File: config.mk
export PLATFORM = sky130hd
export DESIGN_NAME = pipelined_prefix_adder_flat
export DESIGN_NICKNAME = d
export VERILOG_FILES = /design/src/rtl/pipelined_prefix_adder_if.sv /design/src/rtl/pipelined_prefix_adder.sv /design/src/flat_wrapper.sv
export SDC_FILE = /design/constraint.sdc
export NUM_CORES = 1
export LEC_CHECK = 0
export ABC_AREA = 1
export CAP_MARGIN = 20
export CORE_UTILIZATION = 55
export DETAILED_ROUTE_END_ITERATION = 8
export PLACE_DENSITY = 0.73
export SLEW_MARGIN = 5
export SYNTH_ARGS = -nofsm -noshare
export SYNTH_HDL_FRONTEND = slang
export SYNTH_SLANG_ARGS = --single-unit
File: constraint.sdc
create_clock -name clk -period 22.3 [get_ports clk]
set_clock_uncertainty 0.2 [all_clocks]
set_input_delay 5.575 -clock clk [delete_from_list [all_inputs] [get_ports clk]]
set_output_delay 5.575 -clock clk [all_outputs]
set_load 0.05 [all_outputs]
File: src/rtl/pipelined_prefix_adder_if.sv
// Operand/result bundle for the pipelined prefix adder: request side (a, b, cin, sub, in_tag) and result side.
// Latency: none; this is wiring only.
// Backpressure: in_valid/in_ready on the request side, out_valid/out_ready on the result side.
// Ports: master drives operands and out_ready; slave (the adder) drives in_ready and the result fields.
interface pipelined_prefix_adder_if #(
    parameter int WIDTH = 32,
    parameter int TAG_W = 4
);
    logic             in_valid;
    logic             in_ready;
    logic [WIDTH-1:0] a;
    logic [WIDTH-1:0] b;
    logic             cin;
    logic             sub;
    logic [TAG_W-1:0] in_tag;
    logic             out_valid;
    logic             out_ready;
    logic [WIDTH-1:0] s;
    logic             cout;
    logic             ovf;
    logic             zero;
    logic [TAG_W-1:0] out_tag;

    modport master (
        output in_valid, a, b, cin, sub, in_tag, out_ready,
        input  in_ready, out_valid, s, cout, ovf, zero, out_tag
    );

    modport slave (
        input  in_valid, a, b, cin, sub, in_tag, out_ready,
        output in_ready, out_valid, s, cout, ovf, zero, out_tag
    );
endinterface

File: src/rtl/pipelined_prefix_adder.sv
// Pipelined Kogge-Stone adder/subtractor with carry-out, signed-overflow, zero flags and a pass-through tag.
// Latency: NSTG+1 register stages (input register plus one per group of LEVELS_PER_STAGE prefix levels).
// Backpressure: out_valid & ~out_ready freezes every stage, bubbles included, and drops in_ready.
// Ports: clk, reset (synchronous, active high), bus (slave modport carrying both handshakes and data).
module pipelined_prefix_adder #(
    parameter int WIDTH            = 32,
    parameter int LEVELS_PER_STAGE = 2,
    parameter int TAG_W            = 4
) (
    input  logic                     clk,
    input  logic                     reset,
    pipelined_prefix_adder_if.slave  bus
);
    localparam int L    = $clog2(WIDTH);
    localparam int NSTG = (LEVELS_PER_STAGE < 1) ? 1 :
                          (L + LEVELS_PER_STAGE - 1) / LEVELS_PER_STAGE;

    if (WIDTH < 4 || (WIDTH & (WIDTH - 1)) != 0) begin : g_bad_width
        $fatal(1, "pipelined_prefix_adder: WIDTH must be a power of two >= 4");
    end
    if (LEVELS_PER_STAGE < 1 || LEVELS_PER_STAGE > L) begin : g_bad_levels
        $fatal(1, "pipelined_prefix_adder: LEVELS_PER_STAGE must be in 1..log2(WIDTH)");
    end

    // Index 0 of every G/P vector is the virtual bit -1 holding the carry-in
    // (g=c0, p=0); index i+1 is operand bit i.
    logic [NSTG:0]    vld_q;
    logic [WIDTH:0]   g_q  [0:NSTG];
    logic [WIDTH:0]   p_q  [0:NSTG];
    logic [WIDTH-1:0] pb_q [0:NSTG];
    logic [TAG_W-1:0] tag_q[0:NSTG];

    logic [WIDTH:0]   g_d  [1:NSTG];
    logic [WIDTH:0]   p_d  [1:NSTG];

    logic             stall;
    logic [WIDTH-1:0] b_eff;
    logic             c0;

    assign stall = vld_q[NSTG] & ~bus.out_ready;
    assign b_eff = bus.sub ? ~bus.b : bus.b;
    assign c0    = bus.sub ? 1'b1 : bus.cin;

    // One Kogge-Stone level: every position at or above the span combines
    // with the group that ends just below it.
    function automatic logic [2*(WIDTH+1)-1:0] ks_level(
        input logic [WIDTH:0] gi,
        input logic [WIDTH:0] pi,
        input int             k
    );
        logic [WIDTH:0] go;
        logic [WIDTH:0] po;
        int             d;
        go = gi;
        po = pi;
        d  = 1 << k;
        for (int i = d; i <= WIDTH; i++) begin
            go[i] = gi[i] | (pi[i] & gi[i-d]);
            po[i] = pi[i] & pi[i-d];
        end
        return {go, po};
    endfunction

    // Stage st evaluates levels (st-1)*LEVELS_PER_STAGE upward; the last
    // stage simply runs out of levels when L is not a multiple.
    always_comb begin
        logic [WIDTH:0] gt;
        logic [WIDTH:0] pt;
        gt = '0;
        pt = '0;
        for (int st = 1; st <= NSTG; st++) begin
            gt = g_q[st-1];
            pt = p_q[st-1];
            for (int k = 0; k < L; k++) begin
                if (k / LEVELS_PER_STAGE == st - 1) begin
                    {gt, pt} = ks_level(gt, pt, k);
                end
            end
            g_d[st] = gt;
            p_d[st] = pt;
        end
    end

    always_ff @(posedge clk) begin
        if (reset) begin
            vld_q <= '0;
            for (int st = 0; st <= NSTG; st++) begin
                g_q[st]   <= '0;
                p_q[st]   <= '0;
                pb_q[st]  <= '0;
                tag_q[st] <= '0;
            end
        end else if (!stall) begin
            vld_q[0] <= bus.in_valid;
            g_q[0]   <= {bus.a & b_eff, c0};
            p_q[0]   <= {bus.a ^ b_eff, 1'b0};
            pb_q[0]  <= bus.a ^ b_eff;
            tag_q[0] <= bus.in_tag;
            for (int st = 1; st <= NSTG; st++) begin
                vld_q[st] <= vld_q[st-1];
                g_q[st]   <= g_d[st];
                p_q[st]   <= p_d[st];
                pb_q[st]  <= pb_q[st-1];
                tag_q[st] <= tag_q[st-1];
            end
        end
    end

    // After L levels index i (< 2^L = WIDTH) holds the full prefix down to
    // bit -1, i.e. the carry into bit i. The MSB position spans only WIDTH
    // positions, so the carry-out needs one last merge with bit -1.
    logic [WIDTH-1:0] carry;
    logic [WIDTH-1:0] sum;
    logic             cout_w;
    logic             unused_p;

    assign carry    = g_q[NSTG][WIDTH-1:0];
    assign sum      = pb_q[NSTG] ^ carry;
    assign cout_w   = g_q[NSTG][WIDTH] | (p_q[NSTG][WIDTH] & g_q[NSTG][0]);
    assign unused_p = ^p_q[NSTG][WIDTH-1:0];

    assign bus.in_ready  = ~stall;
    assign bus.out_valid = vld_q[NSTG];
    assign bus.s         = sum;
    assign bus.cout      = cout_w;
    assign bus.ovf       = carry[WIDTH-1] ^ cout_w;
    assign bus.zero      = ~|sum;
    assign bus.out_tag   = tag_q[NSTG];
endmodule

File: src/flat_wrapper.sv
// flat-port wrapper written by rule: the top's interface ports become plain ports
module pipelined_prefix_adder_flat 
#(
    parameter int WIDTH            = 32,
    parameter int LEVELS_PER_STAGE = 2,
    parameter int TAG_W            = 4
)
  (clk, reset, bus_in_valid, bus_a, bus_b, bus_cin, bus_sub, bus_in_tag, bus_out_ready, bus_in_ready, bus_out_valid, bus_s, bus_cout, bus_ovf, bus_zero, bus_out_tag);
  pipelined_prefix_adder_if #(.WIDTH(WIDTH), .TAG_W(TAG_W)) bus_i ();
  input  logic clk;
  input  logic reset;
  input wire logic [$bits(bus_i.in_valid)-1:0] bus_in_valid;
  input wire logic [$bits(bus_i.a)-1:0] bus_a;
  input wire logic [$bits(bus_i.b)-1:0] bus_b;
  input wire logic [$bits(bus_i.cin)-1:0] bus_cin;
  input wire logic [$bits(bus_i.sub)-1:0] bus_sub;
  input wire logic [$bits(bus_i.in_tag)-1:0] bus_in_tag;
  input wire logic [$bits(bus_i.out_ready)-1:0] bus_out_ready;
  output wire logic [$bits(bus_i.in_ready)-1:0] bus_in_ready;
  output wire logic [$bits(bus_i.out_valid)-1:0] bus_out_valid;
  output wire logic [$bits(bus_i.s)-1:0] bus_s;
  output wire logic [$bits(bus_i.cout)-1:0] bus_cout;
  output wire logic [$bits(bus_i.ovf)-1:0] bus_ovf;
  output wire logic [$bits(bus_i.zero)-1:0] bus_zero;
  output wire logic [$bits(bus_i.out_tag)-1:0] bus_out_tag;
  assign bus_i.in_valid = bus_in_valid;
  assign bus_i.a = bus_a;
  assign bus_i.b = bus_b;
  assign bus_i.cin = bus_cin;
  assign bus_i.sub = bus_sub;
  assign bus_i.in_tag = bus_in_tag;
  assign bus_i.out_ready = bus_out_ready;
  assign bus_in_ready = bus_i.in_ready;
  assign bus_out_valid = bus_i.out_valid;
  assign bus_s = bus_i.s;
  assign bus_cout = bus_i.cout;
  assign bus_ovf = bus_i.ovf;
  assign bus_zero = bus_i.zero;
  assign bus_out_tag = bus_i.out_tag;
  pipelined_prefix_adder #(.WIDTH(WIDTH), .LEVELS_PER_STAGE(LEVELS_PER_STAGE), .TAG_W(TAG_W)) u_core (.clk(clk), .reset(reset), .bus(bus_i));
endmodule
---- After elaboration in Yosys (flattened, before gate mapping) ----
Memory sizes are Yosys's and may differ from the RTL's.
Cells that the tools add are included.
word-level totals
  flip-flop bits (word level) ............. 4
  memory bits (writable) .................. 408
  input port bits ......................... 74
  output and inout port bits .............. 41
  word-level logic and storage cells ...... 458
  memories kept ........................... 4
operators by class
  muxes and demuxes ....................... 23
  bitwise gates (word level) .............. 428
  reductions and logical operators ........ 2
memory list
  name          depth  bits a word  rd ports  clocked after memory_dff  wr ports  line                          source
  u_core.g_q    4      33           4         0                         4         pipelined_prefix_adder.sv:28  logic [WIDTH:0] g_q [0:NSTG];
  u_core.p_q    4      33           4         0                         4         pipelined_prefix_adder.sv:29  logic [WIDTH:0] p_q [0:NSTG];
  u_core.pb_q   4      32           4         0                         4         pipelined_prefix_adder.sv:30  logic [WIDTH-1:0] pb_q [0:NSTG];
  u_core.tag_q  4      4            4         0                         4         pipelined_prefix_adder.sv:31  logic [TAG_W-1:0] tag_q[0:NSTG];
operators by type and width
  operator           count
  $and A1 B1 Y1      270
  $mux W33           8
  $mux W32           5
  $or A1 B1 Y1       151
  $xor A32 B32 Y32   2
  $and A32 B32 Y32   1
  $not A32 Y32       1
  $reduce_or A32 Y1  1
  $mux W4            4
  $mux W1            6
  $not A1 Y1         2
  $logic_not A1 Y1   1
  $xor A1 B1 Y1      1

---- Longest topological paths before layout ----
  depth in word-level cells ............... 6
  mapped depth ............................ 8
  gate-level depth less buffers ........... 8

---- Worst setup path after synthesis ----
OpenSTA, ideal clock, no wires.
  path kind ............................... in2reg
  start point ............................. in bus_out_ready
  end point ............................... reg u_core.vld_q[3]
  setup time .............................. 0.487 ns
  arrival ................................. 13.091 ns
  required time ........................... 21.613 ns
  setup slack ............................. 8.522 ns
  stages on the path ...................... 3
  buffers on the path ..................... 0
  cells stage by stage .................... nor2_2 nand2_1 o21ai_0
on the way
  longest elaborated chain between the ends .. 2
ends and longest elaborated chain
  what                            line                           source
  start: declaration              flat_wrapper.sv:18             input wire logic [$bits(bus_i.out_ready)-1:0] bus_out_ready;
  $not A1 Y1                      pipelined_prefix_adder.sv:40   assign stall = vld_q[NSTG] & ~bus.out_ready;
  $and A1 B1 Y1                   pipelined_prefix_adder.sv:40
  end signal: indexed assignment  pipelined_prefix_adder.sv:100  vld_q[st] <= vld_q[st-1];
  end: declaration                pipelined_prefix_adder.sv:27   logic [NSTG:0] vld_q;
Every way passes these cells.
A chain may end at the register's enable or synchronous reset.

---- Worst setup path after layout ----
  start point ............................. in bus_out_ready
  end point ............................... out bus_in_ready
on the way
  longest elaborated chain between the ends .. 3
ends and longest elaborated chain
  what              line                           source
  $not A1 Y1        pipelined_prefix_adder.sv:40
  $and A1 B1 Y1     pipelined_prefix_adder.sv:40
  $not A1 Y1        pipelined_prefix_adder.sv:122  assign bus.in_ready = ~stall;
  end: declaration  flat_wrapper.sv:19             output wire logic [$bits(bus_i.in_ready)-1:0] bus_in_ready;
Every way passes these cells.

==> metrics <==
Seq/Total Area, Yosys 67.2%; worst path cell trace clkdlybuf4s50_1 -> nor2_2 -> inv_1 -> clkdlybuf4s50_1; slowest stage delay, CP 700 ps; Register Area 9780 µm²; residual DRC count 0; max_cap viols 0; area leader, netlist edfxtp_1; final net count 1,530; final slew viol count 0; Critical Path Sink Type output port; Setup CP Type input pin to output port; initial DRC count 728; DP HPWL 17,400 µm; Skew-Pair Late Insertion Delay 540 ps; Root Buffer clkbuf_16; Psw 0.303 mW; endpoints failing setup 0; CORE AREA 26,000 µm²; Logic pwr share 9.0%; Hold/Removal Path Class flip-flop to flip-flop; CP most frequent cell clkdlybuf4s50_1; vias in the first global route 7,965; internal power 1.07 mW; Buffers on Ports 114; most frequent cells in the layout nor2_1 (350), edfxtp_1 (323), inv_1 (239), clkdlybuf4s50_1 (113), nand2_1 (109); crit-path max FO 3; crit path DAT 7000 ps; global-route wire length before repair 39,400 µm; Yosys top cell area share 66.7%; multi-input combinational cell area 3580 µm²; # clock sinks 327; cells after synthesis 1,310; synth unique cells 28; Buf/Inv on CP 3; clock-pin slew on the worst setup and hold paths 60 ps; syn_nets 1,416; final setup TNS 0 ps; critical path's slowest cell clkdlybuf4s50_1; Synth area leaders edfxtp_1 (67%), nor2_1 (9.0%), inv_1 (6.2%), nand2_1 (2.8%), ha_1 (2.8%); Worst-Margin Slew 1200 ps; Hold Path End u_core.vld_q[2]$_SDFFE_PP0N_; synthesized cell area 14,500 µm²; Num CTS Buffers 30; FF-to-FF setup slack 18,870 ps; ratio of cells with drive above 1 in the final layout 4.83%; synthesis-stage register bit count 327; Worst R2R Path Depth 9; setup repair bufs after CTS 0; die area 27,100 µm²; Worst IR Drop VDD 53.9 µV; Final Hold Viols 0; # rows 59; clock period minus worst slack 12,780 ps; Largest delay share family, worst path buffers and inverters; Die Ht 165 µm; Yosys warning total 0; H-Tree Depth 1; Routed WL 25,000 µm; GRT Resource Usage Total 18.8%; RSZ-0062 raised after global routing no; FMAX 78.3 MHz; pin count of the biggest net entering global routing 207; WL/cell 14.0 µm; Avg Cell Area, Syn 11.1 µm²; outcome completed; Clk pwr share 37.7%; worst hold stages 2; Sw Ratio 22.1%; I/O Pins 115; post-CTS sizing 0; total power 1.37 mW; Filler Cell Count 2,021; fin crit share 57.3%; vias 8,798; R2R Path End u_core.p_q[0][41]$_SDFFCE_PN0P_; initial antenna violation count 0; vias per inst 4.93; reg2reg start u_core.vld_q[3]$_SDFFE_PP0N_; Initial Utilization 56.0%; Synth-to-Final Area Change 16.0%; Longest Clk Path Bufs 3; Antenna Cells 0; CTS tree built; GP Congestion 0.860; sequential power share 53.2%; most common cell after layout, fill and taps aside nor2_1; iteration count of the initial detailed-routing pass 6; Die Width 165 µm; hold buffer count at CTS 0; Worst setup SP type input pin; cell area power density 81.1 nW/µm²; antenna viol nets, final 0; hold path start u_core.vld_q[2]$_SDFFE_PP0N_; slew margin rel. 20.3%; WP data required 16,520 ps; Static Leak 6.98 nW; Congestion Overflow GR 0
## area by class of cell
cell class                 instances  area share [%]
sequential                       327            57.9
multi-input combinational        707            21.2
timing repair buffer             118            6.98
inverter                         240            5.38
clock buffer                      36            4.71
tap                              335            2.48
clock inverter                    20            1.29
## sequential cells by signal, indices dropped and copies added, names as in the netlist
register and count:
u_core.pb_q 127, u_core.g_q 132, u_core.vld_q 4, u_core.p_q 48, u_core.tag_q 16
## cell usage after synthesis
| cell | n |
|---|---|
| a211oi_1 | 9 |
| a21o_1 | 6 |
| a21oi_1 | 69 |
| a31oi_1 | 5 |
| buf_2 | 6 |
| buf_4 | 24 |
| buf_6 | 4 |
| buf_8 | 2 |
| dfxtp_1 | 4 |
| edfxtp_1 | 323 |
| ha_1 | 32 |
| inv_1 | 239 |
| inv_6 | 1 |
| nand2_1 | 110 |
| nand3_1 | 10 |
| nor2_1 | 350 |
| nor2_2 | 5 |
| nor2_4 | 14 |
| nor3_1 | 18 |
| nor4_1 | 1 |
| o21a_1 | 16 |
| o21ai_0 | 5 |
| o21ai_1 | 2 |
| o22ai_1 | 3 |
| o31a_1 | 14 |
| o31ai_1 | 1 |
| or2_2 | 1 |
| xor2_1 | 36 |
## metal layers
| layer | share of wire [%] | wire length [µm] | track usage (%) |
|---|---|---|---|
| met4 | 1.9 | 472 | 4.80 |
| met1 | 46 | 11500 | 27.5 |
| met5 | 0 | 0 | 0 |
| met2 | 46 | 11600 | 30.1 |
| met3 | 5.7 | 1410 | 2.18 |
## tightest hold or removal path: stages, from the launching register on
cell	delay [ps]
dfxtp_1	300
inv_1	60
o22ai_1	80
## power groups by stage
stage / sequential, mW / combinational [mW] / clock [mW]
finish: 0.729 / 0.124 / 0.517
global route: 0.732 / 0.139 / 0.546
CTS: 0.728 / 0.126 / 0.525
detailed placement: 0.742 / 0.124 / 0
global placement: 0.741 / 0.122 / 0
floorplan: 0.735 / 0.0874 / 0
## through the flow
stage / setup WS (ps) / hold WS (ps) / instance area, µm² / std cells / utilization [%]
after floorplan: 8520 / 244 / 14500 / 1310 / -
after global placement: 9510 / 254 / 15900 / 1727 / 61.1
after detailed placement: 9530 / 270 / 15900 / 1727 / 61.1
after CTS: 9520 / 288 / 16900 / 1783 / 65.0
after global routing: 9470 / 320 / 16900 / 1783 / 65.0
final: 9520 / 286 / 16900 / 1783 / 65.0
## cells by family after synthesis
| kind of cell | Yosys count | share of synthesized area, % |
|---|---|---|
| AO/OA/AOI/OAI | 130 | 5.45 |
| adder cells (fa/ha/maj) | 32 | 2.75 |
| AND/OR/NAND/NOR | 509 | 14.2 |
| XOR/XNOR | 36 | 2.17 |
| buffers and inverters | 276 | 8.19 |
| flip-flops | 327 | 67.2 |
## worst max-delay path by stage
| stage | end | startpoint | cells after the start |
|---|---|---|---|
| finish | bus_in_ready | bus_out_ready | 4 |
| floorplan | u_core.vld_q[3]$_SDFFE_PP0N_ | bus_out_ready | 3 |
| CTS | bus_in_ready | bus_out_ready | 4 |
| detailed placement | bus_in_ready | bus_out_ready | 4 |
| global route | bus_in_ready | bus_out_ready | 4 |
| global placement | bus_in_ready | bus_out_ready | 4 |
No activity file was read; power rests on OpenSTA's default activity.
